File: src/rtl/stopwatch_core.sv
// stopwatch_core: minutes:seconds stopwatch datapath.
// Counts advance on external one-cycle tick enables. Adjust mode bumps
// either field by a fixed step. A one-cycle button pulse toggles a
// latched pause. The block also drives BCD digits for the display and a
// pulse when the minutes field wraps during normal counting.
module stopwatch_core #(
   parameter int SEC_MOD  = 60,
   parameter int MIN_MOD  = 60,
   parameter int ADJ_STEP = 2,
   parameter int CW       = 7
) (
   input  logic          clk,
   input  logic          rst,
   input  logic          tick_1hz,
   input  logic          tick_adj,
   input  logic          adj,
   input  logic          sel,
   input  logic          pse_pulse,
   output logic [CW-1:0] sec,
   output logic [CW-1:0] min,
   output logic [7:0]    sec_bcd,
   output logic [7:0]    min_bcd,
   output logic          paused,
   output logic          rollover
);

   // Moduli and step are sized to the count width so that every
   // comparison and subtraction below stays CW bits wide.
   localparam logic [CW-1:0] SEC_MOD_C  = CW'(SEC_MOD);
   localparam logic [CW-1:0] MIN_MOD_C  = CW'(MIN_MOD);
   localparam logic [CW-1:0] SEC_LAST   = CW'(SEC_MOD - 1);
   localparam logic [CW-1:0] MIN_LAST   = CW'(MIN_MOD - 1);
   localparam logic [CW-1:0] ADJ_STEP_C = CW'(ADJ_STEP);
   localparam logic [CW-1:0] ONE_C      = CW'(1);

   typedef enum logic [1:0] {
      MODE_RUN,
      MODE_ADJUST,
      MODE_PAUSED
   } mode_e;

   mode_e         mode;
   logic [CW-1:0] sec_q, sec_d;
   logic [CW-1:0] min_q, min_d;
   logic          paused_q, paused_d;
   logic          rollover_q, rollover_d;
   logic [CW-1:0] sec_inc, min_inc;
   logic [CW-1:0] sec_adj_sum, min_adj_sum;

   // Turn a 0..99 count into packed {tens, ones} BCD with a constant divide.
   function automatic logic [7:0] to_bcd(input logic [CW-1:0] value);
      logic [7:0] v8;
      logic [3:0] tens;
      logic [3:0] ones;
      v8   = 8'(value);
      tens = 4'(v8 / 8'd10);
      ones = 4'(v8 % 8'd10);
      return {tens, ones};
   endfunction

   // Pick the active mode; pause outranks adjust, which outranks running.
   always_comb begin
      mode = MODE_RUN;
      if (paused_q) begin
         mode = MODE_PAUSED;
      end else if (adj) begin
         mode = MODE_ADJUST;
      end
   end

   // Work out the next counts, pause state and wrap pulse for this edge.
   always_comb begin
      sec_inc     = sec_q + ONE_C;
      min_inc     = min_q + ONE_C;
      sec_adj_sum = sec_q + ADJ_STEP_C;
      min_adj_sum = min_q + ADJ_STEP_C;
      sec_d       = sec_q;
      min_d       = min_q;
      rollover_d  = 1'b0;
      paused_d    = paused_q ^ pse_pulse;
      case (mode)
         MODE_RUN: begin
            if (tick_1hz) begin
               if (sec_q == SEC_LAST) begin
                  sec_d = '0;
                  if (min_q == MIN_LAST) begin
                     min_d      = '0;
                     rollover_d = 1'b1;
                  end else begin
                     min_d = min_inc;
                  end
               end else begin
                  sec_d = sec_inc;
               end
            end
         end
         MODE_ADJUST: begin
            if (tick_adj) begin
               if (sel) begin
                  sec_d = (sec_adj_sum >= SEC_MOD_C) ? (sec_adj_sum - SEC_MOD_C) : sec_adj_sum;
               end else begin
                  min_d = (min_adj_sum >= MIN_MOD_C) ? (min_adj_sum - MIN_MOD_C) : min_adj_sum;
               end
            end
         end
         default: begin
         end
      endcase
   end

   // Hold the count, pause and wrap-pulse registers; reset clears them at once.
   always_ff @(posedge clk or posedge rst) begin
      if (rst) begin
         sec_q      <= '0;
         min_q      <= '0;
         paused_q   <= 1'b0;
         rollover_q <= 1'b0;
      end else begin
         sec_q      <= sec_d;
         min_q      <= min_d;
         paused_q   <= paused_d;
         rollover_q <= rollover_d;
      end
   end

   assign sec      = sec_q;
   assign min      = min_q;
   assign paused   = paused_q;
   assign rollover = rollover_q;
   assign sec_bcd  = to_bcd(sec_q);
   assign min_bcd  = to_bcd(min_q);

endmodule

File: config.mk
export PLATFORM = sky130hd
export DESIGN_NAME = stopwatch_core
export DESIGN_NICKNAME = d
export VERILOG_FILES = /design/src/rtl/stopwatch_core.sv
export SDC_FILE = /design/constraint.sdc
export NUM_CORES = 1
export LEC_CHECK = 0
export ABC_CLOCK_PERIOD_IN_PS = 3600
export CAP_MARGIN = 15
export CORE_MARGIN = 2
export CORE_UTILIZATION = 55
export DETAILED_ROUTE_END_ITERATION = 8
export PLACE_DENSITY = 0.82
export SLEW_MARGIN = 30
export SYNTH_ARGS = -nofsm -noshare
export SYNTH_HDL_FRONTEND = slang
export SYNTH_SLANG_ARGS = --single-unit
export TNS_END_PERCENT = 30
File: constraint.sdc
create_clock -name clk -period 3.6 [get_ports clk]
set_clock_uncertainty 0.2 [all_clocks]
set_input_delay 0.54 -clock clk [delete_from_list [all_inputs] [get_ports clk]]
set_output_delay 0.54 -clock clk [all_outputs]
set_load 0.01 [all_outputs]
==> results of run 1 <==
worst paths after layout:
| path | endpoint | cells after the start | start | slack, ns |
|---|---|---|---|---|
| worst min-delay path | sec[0]$_DFFE_PP0P_ | 2 | sec[0]$_DFFE_PP0P_ | 0.43 |
| worst min register to register | sec[0]$_DFFE_PP0P_ | 2 | sec[0]$_DFFE_PP0P_ | 0.43 |
| max in group asynchronous | min[6]$_DFFE_PP0P_ | 2 | rst | 2.30 |
| min in group asynchronous | min[4]$_DFFE_PP0P_ | 2 | rst | 0.46 |
| worst max-delay path | sec_bcd[1] | 9 | sec[2]$_DFFE_PP0P_ | 0.04 |
| worst max register to register | sec[3]$_DFFE_PP0P_ | 6 | sec[4]$_DFFE_PP0P_ | 0.88 |
cells in the final DEF, fill, tap and decap left out, types with 3 or more instances in the layout:
cell type / n
clkdlybuf4s50_1: 34
nand2b_1: 10
o21ai_0: 20
nand2_1: 29
nand3_1: 16
inv_1: 7
xor2_1: 6
a21oi_1: 16
dlymetal6s2s_1: 3
and4_1: 3
and2_1: 3
nor4_1: 3
ha_1: 14
a211o_1: 3
o211ai_1: 5
clkbuf_8: 4
and2b_1: 3
nor3_1: 4
o21a_1: 3
o31ai_1: 3
o211a_1: 3
nor2_1: 15
o221ai_1: 3
buf_4: 22
nor3b_1: 4
nor2b_1: 9
dfrtp_1: 11
o22ai_1: 4
nand3b_1: 3
mux2i_1: 5
a21o_1: 6
xnor2_1: 11
nand4_1: 4
dfrtp_2: 5
a32oi_1: 3
a31oi_1: 3
o21ai_1: 4
timing repair:
action / in CTS / in global routing
endpoints found under the hold margin: 0 / 0
endpoints found under the setup margin: 8 / 7
gates cloned: 1 / 0
buffers inserted: 1 / 3
resized for setup: 7 / 11
pin swaps: 1 / 1
worst reg2reg max path, cell delays in order, from the launching register on:
cell,delay (ns)
dfrtp_1,0.67
clkinv_1,0.39
xnor2_1,0.23
o21ai_0,0.23
a211oi_2,0.47
mux2i_1,0.27
o221ai_1,0.13
stage by stage:
step | hold WS, ns | power (uW) | util | TNS (ns)
global placement | 0.389 | 2880 | 0.672 | 0
finish | 0.434 | 3250 | 0.712 | 0
detailed placement | 0.421 | 2930 | 0.672 | 0
global route | 0.470 | 3510 | 0.712 | -0.379
floorplan | 0.254 | 2070 | - | 0
CTS | 0.432 | 3160 | 0.697 | -0.00501
routing by layer:
layer | part of all wire | up-vias
met5 | 0 | -
met4 | 0.022 | 0
met3 | 0.055 | 13
met2 | 0.50 | 103
met1 | 0.42 | 1257
li1 | - | 1281
power by group:
part / internal (uW) / switching [uW] / total [uW] / leakage (uW)
sequential: 255 / 169 / 424 / 0.000192
combinational: 1290 / 1370 / 2660 / 0.00104
clock: 97.3 / 68.6 / 166 / 0.0000288
total: 1640 / 1610 / 3250 / 0.00126
state kept, by name, indices dropped and copies added (netlist names):
signal / flops
min: 7
rollover: 1
paused: 1
sec: 7
cell type report:
cell class | count | area, sq um
repair buffers | 60 | 552
flip-flops and latches | 16 | 407
clock buffers | 4 | 55.1
well taps | 52 | 65.1
multi-input cells | 270 | 1960
fillers | 350 | 1250
inverters | 9 | 33.8
logic make-up after synthesis:
family,after synthesis,share of synthesized area
AND/OR/NAND/NOR,123,0.281
AO/OA/AOI/OAI,106,0.320
buffers and inverters,33,0.0682
XOR/XNOR,19,0.0677
flip-flops,16,0.163
adder cells (fa/ha/maj),14,0.0712
multiplexers,7,0.0295
==> results.sh, run 1 <==
export IMPL_fin_cells=411
export IMPL_finalCriticalPeriod_ns=3.56
export IMPL_max_cap_violations=0
export IMPL_critPathLaunchType="flop"
export IMPL_status="finished, final reports clean"
export IMPL_timing_final_crit_share=0.990
export IMPL_crit_chain="buf_4, ha_1, o21bai_1, mux2_2, a32oi_1, o21a_1, nand3_1, o211ai_1, clkdlybuf4s50_1"
export IMPL_fin_ws_ns=0.0364
export IMPL_synth_warnings=0
export IMPL_grt_use_met3=0.0271
export IMPL_yosysTopAreaCell="dfrtp_1"
export IMPL_ir_worst_vdd_mv=0.800
export IMPL_htree_levels=1
export IMPL_clock_fmax_ghz=0.281
export IMPL_antenna_found_initial=0
export IMPL_design_area_sq_um=3080
export IMPL_ys_flop_type="dfrtp_1"
export IMPL_synth_avg_cell_area_sq_um=7.74
export IMPL_hold_buffers=0
export IMPL_leakagePower_uw=0.00126
export IMPL_layout_nets=381
export IMPL_ys_types=75
export IMPL_drv_slew=0
export IMPL_viasPerCell=6.46
export IMPL_grt_use_met2=0.457
export IMPL_globalplace_congestion=0.902
export IMPL_syn2layout_area_growth_pct=25.1
export IMPL_grt_use_total=0.261
export IMPL_critical_path_arrival_ns=2.82
export IMPL_insertedDiodeCount=0
export IMPL_synth_most_common_cell="nand2_1"
export IMPL_hold_path_class="flop to flop"
export IMPL_ys_ff_latch=16
export IMPL_async_reset_ff_frac=1.00
export IMPL_critPathCaptureType="output port"
export IMPL_synthTopCellsByArea="dfrtp_1, ha_1, xnor2_1, nand2_1, o21ai_0"
export IMPL_portBuffers=38
export IMPL_grt_util_met1=0.335
export IMPL_row_count=24
export IMPL_cp_top_family="buffers and inverters"
export IMPL_yosysTopAreaCellShare=0.163
export IMPL_dp_slack_ns=0.0599
export IMPL_syn_area_sq_um=2460
export IMPL_ant_nets=0
export IMPL_initial_core_util=0.569
export IMPL_max_stage_delay_ns=0.56
export IMPL_critPathSlowestCell="clkdlybuf4s50_1"
export IMPL_cts_made_buffers=3
export IMPL_drt_iter0_markers=222
export IMPL_clk_latency_ns=0.26
export IMPL_crit_buf_inv=2
export IMPL_grt_max_degree=17
export IMPL_core_area_sq_um=4320
export IMPL_finalHoldViolCount=0
export IMPL_syn_num_nets=339
export IMPL_rsz0062_at_grt="yes"
export IMPL_setup_violations=0
export IMPL_ys_seq_area_frac=0.163
export IMPL_synth_edf_count=0
export IMPL_synth_commonest_cells="nand2_1, o21ai_0, a21oi_1"
export IMPL_placed_cells=402
export IMPL_io_pins=39
export IMPL_die_w_um=70.9
export IMPL_root_buffer="clkbuf_8"
export IMPL_slew_headroom=0.547
export IMPL_drcViolationCount=0
export IMPL_grt_overflow=0
export IMPL_die_h_um=70.9
export IMPL_clkTransAtPathRegs_ns=0.07
export IMPL_die_area_sq_um=5020
export IMPL_ctsLongestPathBuffers=2
export IMPL_syn_inst=318
export IMPL_top_usage_layer="met2"
export IMPL_grt_pass1_wl_um=10900
export IMPL_worstPathMaxFanout=14
export IMPL_cts_sinks=16
export IMPL_drt_first_pass_iters=5
export IMPL_worstSetupPathType="flop to output port"
export IMPL_wl_um=6630
export IMPL_first_global_vias=2335
export IMPL_required_ns=2.86
export IMPL_wl_per_cell_um=16.1
export IMPL_worst_slew_pin_slew_ns=0.680
export IMPL_cts_tree="yes"
export IMPL_place_area_sq_um=2910
export IMPL_vias=2654
export IMPL_drive_gt1_frac=0.156
export IMPL_powerDensity_nw_per_um2=1060
export IMPL_hpwlAfterDp_um=4870
Note: power is estimated with default switching activity, not from simulation.
==> run 2: changes to the inputs <==
- REMOVE_ABC_BUFFERS: default -> 1
- SLEW_MARGIN: 30 -> 20
==> run 2 against run 1 <==
Die area stayed put. Non-clock buffer count is 1 higher. Via count is 1.8% lower. Count of clock-buffer cells in the layout stayed put. Worst hold slack worse by 0.010 ns. Final area is 1.8% higher. Critical path depth stayed put. Highest routed layer unchanged. Total power is 2.6% higher. Setup slack worse by 0.0031 ns.
==> results.sh, run 2 (synthesized netlist as in run 1, its figures left out) <==
export IMPL_status="finished, final reports clean"
export IMPL_finalCriticalPeriod_ns=3.57
export IMPL_grt_use_total=0.257
export IMPL_final_common_cell="clkdlybuf4s50_1"
export IMPL_viasPerCell=6.33
export IMPL_drv_slew=0
export IMPL_layout_nets=382
export IMPL_timing_final_crit_share=0.991
export IMPL_worstPathMaxFanout=11
export IMPL_critPathCaptureType="output port"
export IMPL_grt_pass1_wl_um=10900
export IMPL_worst_hold_slack_ns=0.424
export IMPL_clock_fmax_ghz=0.280
export IMPL_ant_nets=0
export IMPL_slew_headroom=0.574
export IMPL_p_switching_uw=1660
export IMPL_first_global_vias=2295
export IMPL_leakagePower_uw=0.00127
export IMPL_clkTransAtPathRegs_ns=0.07
export IMPL_hold_path_class="flop to flop"
export IMPL_critical_path_arrival_ns=2.83
export IMPL_cts_tree="yes"
export IMPL_row_count=24
export IMPL_critPathLaunchType="flop"
export IMPL_r2r_start="sec[4]$_DFFE_PP0P_"
export IMPL_die_w_um=70.9
export IMPL_ctsLongestPathBuffers=2
export IMPL_finalHoldViolCount=0
export IMPL_core_area_sq_um=4320
export IMPL_worst_slew_pin_slew_ns=0.638
export IMPL_power_frac_clock=0.049
export IMPL_hpwlAfterDp_um=4690
export IMPL_postLayoutCoreUtil=0.724
export IMPL_internal_power_uw=1670
export IMPL_required_ns=2.86
export IMPL_insertedDiodeCount=0
export IMPL_fin_cells=412
export IMPL_place_area_sq_um=2910
export IMPL_powerDensity_nw_per_um2=1060
export IMPL_die_h_um=70.9
export IMPL_dp_slack_ns=0.138
export IMPL_wl_per_cell_um=16.3
export IMPL_final_cell_mix="clkdlybuf4s50_1, nand2_1, buf_4, o21ai_0"
export IMPL_wl_um=6740
export IMPL_pwr_share_seq=0.124
export IMPL_placed_cells=402
export IMPL_syn2layout_area_growth_pct=27.3
export IMPL_switching_share=0.498
export IMPL_setup_violations=0
export IMPL_root_buffer="clkbuf_8"
export IMPL_clk_latency_ns=0.25
export IMPL_globalplace_congestion=0.933
export IMPL_drcViolationCount=0
export IMPL_io_pins=39
export IMPL_max_cap_violations=0
export IMPL_worstSetupPathType="flop to output port"
export IMPL_vias=2607
export IMPL_hold_start="min[0]$_DFFE_PP0P_"
export IMPL_p_comb_frac=0.827
export IMPL_ir_worst_vdd_mv=0.537
export IMPL_cts_made_buffers=3
export IMPL_antenna_found_initial=0
export IMPL_design_area_sq_um=3130
export IMPL_cts_sinks=16
export IMPL_grt_overflow=0
export IMPL_drt_first_pass_iters=4
export IMPL_grt_max_degree=17
export IMPL_hold_buffers=0
export IMPL_drt_iter0_markers=193
export IMPL_die_area_sq_um=5020
export IMPL_initial_core_util=0.569
export IMPL_rsz0062_at_grt="yes"
export IMPL_crit_start="min[6]$_DFFE_PP0P_"
export IMPL_portBuffers=38
export IMPL_htree_levels=1
export IMPL_drive_gt1_frac=0.172
export IMPL_fin_ws_ns=0.0333
## run 2: cell types whose count changed in the layout (fill, tap and decap cells not counted), sizes merged
cell | previous run | this run
buf | 22 | 23
clkdlybuf4s50 | 34 | 33
dlygate4sd2 | 1 | 2
## run 2: final cells by class
cell class	count	area (sq um)
clock buffers	4	55.1
fillers	339	1190
inverters	9	33.8
multi-input cells	270	2010
flip-flops and latches	16	407
well taps	52	65.1
repair buffers	61	558
## run 2: worst paths after layout
path                                 endpoint  slack [ns]  depth (start not counted)
hold / removal             min[0]$_DFFE_PP0P_        0.42                          2
max in group asynchronous  min[6]$_DFFE_PP0P_        2.28                          2
hold reg to reg            min[0]$_DFFE_PP0P_        0.42                          2
setup reg to reg           sec[6]$_DFFE_PP0P_        0.83                          6
min in group asynchronous  sec[0]$_DFFE_PP0P_        0.47                          2
setup / recovery                   min_bcd[3]        0.03                          9
## run 2: worst max-delay path, stage by stage, from the launching register on
cell and delay (ns):
dfrtp_2 0.47, buf_4 0.20, and2b_1 0.28, a221oi_4 0.11, a2111oi_4 0.42, buf_4 0.18
nand3_1 0.08, a21oi_1 0.19, a211o_1 0.12, clkdlybuf4s50_1 0.52
## run 2: through the flow
stage / setup TNS, ns / total power, uW
floorplan: 0 / 1950
global placement: 0 / 2860
detailed placement: 0 / 2920
CTS: -0.0121 / 3090
global route: -0.151 / 3600
finish: 0 / 3330
## run 2: metal layers
layer,vias to the layer above,part of all wire,track usage
li1,1283,-,-
met1,1214,0.47,0.388
met2,106,0.46,0.403
met3,4,0.071,0.0328
met4,0,0.0037,0.0356
met5,-,0,0
## run 2: repair_timing
action                                  4_1_cts  5_1_grt
resized for setup                             6       21
pin swaps                                     1        4
cloned                                        0        1
setup buffers                                 0        5
hold endpoints to repair                      0        0
endpoints found under the setup margin        7        6
## run 2: power by group through the flow
stage	clock network (uW)	logic (uW)	registers (uW)
global route	172	2990	429
finish	164	2750	412
detailed placement	0	2520	397
floorplan	0	1440	511
global placement	0	2470	392
CTS	164	2530	398
==> run 3: changes to the inputs <==
- CORE_UTILIZATION: 55 -> 56
- CTS_BUF_LIST: default -> sky130_fd_sc_hd__clkbuf_4
- MAX_ROUTING_LAYER: default -> met4
- PLACE_DENSITY: 0.82 -> 0.83
==> run 3 against run 2 <==
The flow now finishes with violations (negative setup slack). Non-clock buffer count decreased by 1. Wire length increased by 4.2%. Fmax decreased by 2.7%. Sequential power decreased by 2%. Global-route usage increased by 2.7 points. Core utilization decreased by 1.2 points. First-iteration DRC count increased by 46%. Worst hold slack improved by 0.0039 ns. Via count increased by 4.6%. Die area decreased by 1.7%. Count of clock-buffer cells in the layout decreased by 1. Final cell count decreased by 0.24%. Critical endpoint unchanged. Highest routed layer unchanged.
==> results.sh, run 3 (synthesized netlist as in run 1, its figures left out) <==
export IMPL_syn2layout_area_growth_pct=24.4
export IMPL_fin_cells=411
export IMPL_drt_first_pass_iters=5
export IMPL_htree_levels=1
export IMPL_dp_slack_ns=0.112
export IMPL_finalCriticalPeriod_ns=3.67
export IMPL_p_comb_frac=0.843
export IMPL_critPathCaptureType="output port"
export IMPL_ctsLongestPathBuffers=2
export IMPL_hold_path_class="input pin to async pin"
export IMPL_r2r_slack_ns=0.82
export IMPL_setup_violations=3
export IMPL_switching_share=0.513
export IMPL_hold_buffers=0
export IMPL_violations="negative setup slack"
export IMPL_die_w_um=70.3
export IMPL_fillCellCount=353
export IMPL_slew_headroom=0.543
export IMPL_layout_nets=381
export IMPL_internal_power_uw=1570
export IMPL_hpwlAfterDp_um=4980
export IMPL_fin_tns_setup_ns=-0.0693
export IMPL_timing_final_crit_share=1.02
export IMPL_grt_overflow=0
export IMPL_die_area_sq_um=4940
export IMPL_portBuffers=38
export IMPL_pwr_share_seq=0.125
export IMPL_drcViolationCount=0
export IMPL_drv_slew=0
export IMPL_power_frac_clock=0.032
export IMPL_critPathLaunchType="flop"
export IMPL_final_cell_mix="clkdlybuf4s50_1, nand2_1, buf_4, o21ai_0, nand3_1"
export IMPL_multi_input_area_sq_um=1990
export IMPL_grt_pass1_wl_um=11400
export IMPL_root_buffer="clkbuf_4"
export IMPL_finalHoldViolCount=0
export IMPL_rsz0062_at_grt="yes"
export IMPL_max_cap_violations=0
export IMPL_critical_path_arrival_ns=2.93
export IMPL_r2r_start="sec[4]$_DFFE_PP0P_"
export IMPL_cts_tree="yes"
export IMPL_cts_made_buffers=3
export IMPL_drive_gt1_frac=0.159
export IMPL_ant_nets=0
export IMPL_globalplace_congestion=1.00
export IMPL_postLayoutCoreUtil=0.713
export IMPL_initial_core_util=0.573
export IMPL_worst_hold_slack_ns=0.428
export IMPL_vias=2728
export IMPL_leakagePower_uw=0.00122
export IMPL_row_count=24
export IMPL_status="finished with violations"
export IMPL_seq_area_sq_um=405
export IMPL_required_ns=2.86
export IMPL_grt_use_total=0.284
export IMPL_worstPathMaxFanout=6
export IMPL_clk_latency_ns=0.30
export IMPL_ir_worst_vdd_mv=0.534
export IMPL_crit_start="min[1]$_DFFE_PP0P_"
export IMPL_insertedDiodeCount=0
export IMPL_clock_fmax_ghz=0.273
export IMPL_drt_iter0_markers=281
export IMPL_first_global_vias=2435
export IMPL_worstSetupPathType="flop to output port"
export IMPL_grt_max_degree=17
export IMPL_wl_um=7020
export IMPL_final_common_cell="clkdlybuf4s50_1"
export IMPL_die_h_um=70.3
export IMPL_placed_cells=402
export IMPL_clkTransAtPathRegs_ns=0.11
export IMPL_wl_per_cell_um=17.1
export IMPL_cts_sinks=16
export IMPL_worst_slew_pin_slew_ns=0.685
export IMPL_io_pins=39
export IMPL_core_area_sq_um=4290
export IMPL_antenna_found_initial=0
export IMPL_powerDensity_nw_per_um2=1050
export IMPL_fin_ws_ns=-0.0656
export IMPL_p_switching_uw=1650
export IMPL_viasPerCell=6.64
## run 3: metrics by stage
| stage | area, sq um | power [uW] |
|---|---|---|
| 2_1_floorplan | 2330 | 1950 |
| 3_3_place_gp | 2910 | 2860 |
| 3_5_place_dp | 2910 | 2930 |
| 4_1_cts | 3010 | 3100 |
| 5_1_grt | 3060 | 3450 |
| 6_report | 3060 | 3220 |
## run 3: cell type report
| cell class | instances | area share |
|---|---|---|
| Clock inverter | 1 | 0.00123 |
| Inverter | 9 | 0.0110 |
| Multi-Input combinational cell | 270 | 0.650 |
| Clock buffer | 3 | 0.00736 |
| Sequential cell | 16 | 0.132 |
| Tap cell | 52 | 0.0213 |
| Timing Repair Buffer | 60 | 0.177 |
## run 3: worst paths after layout
kind | to | depth (start not counted)
setup / recovery | min_bcd[3] | 9
min in group clk | paused$_DFF_PP0_ | 1
hold reg to reg | paused$_DFF_PP0_ | 1
setup reg to reg | sec[6]$_DFFE_PP0P_ | 6
hold / removal | paused$_DFF_PP0_ | 2
max in group asynchronous | min[3]$_DFFE_PP0P_ | 2
## run 3: critical path, stage by stage (launching register included)
cell	delay, ns
dfrtp_1	0.38
inv_1	0.13
ha_1	0.27
a211o_1	0.33
nand3_1	0.21
o2111ai_4	0.22
nand3b_1	0.24
a21oi_2	0.21
a211o_1	0.12
clkdlybuf4s50_1	0.52
## run 3: metal layers
metal | part of all wire | vias up | wire, um | global-route usage
li1 | - | 1290 | - | -
met2 | 0.46 | 144 | 3200 | 0.450
met3 | 0.063 | 22 | 445 | 0.0202
met4 | 0.025 | 0 | 176 | 0.109
met1 | 0.46 | 1272 | 3200 | 0.381
met5 | 0 | - | 0 | -
## run 3: repair_timing
item / CTS / global route
cloned: 1 / 0
endpoints found under the setup margin: 7 / 5
pin swaps: 3 / 1
resized for setup: 11 / 10
setup buffers: 4 / 0
## run 3: power by group through the flow
| stage | clock network [uW] | registers, uW | logic [uW] |
|---|---|---|---|
| 2_1_floorplan | 0 | 511 | 1440 |
| 3_3_place_gp | 0 | 391 | 2470 |
| 3_5_place_dp | 0 | 396 | 2530 |
| 4_1_cts | 105 | 391 | 2600 |
| 5_1_grt | 112 | 418 | 2920 |
| 6_report | 102 | 402 | 2710 |
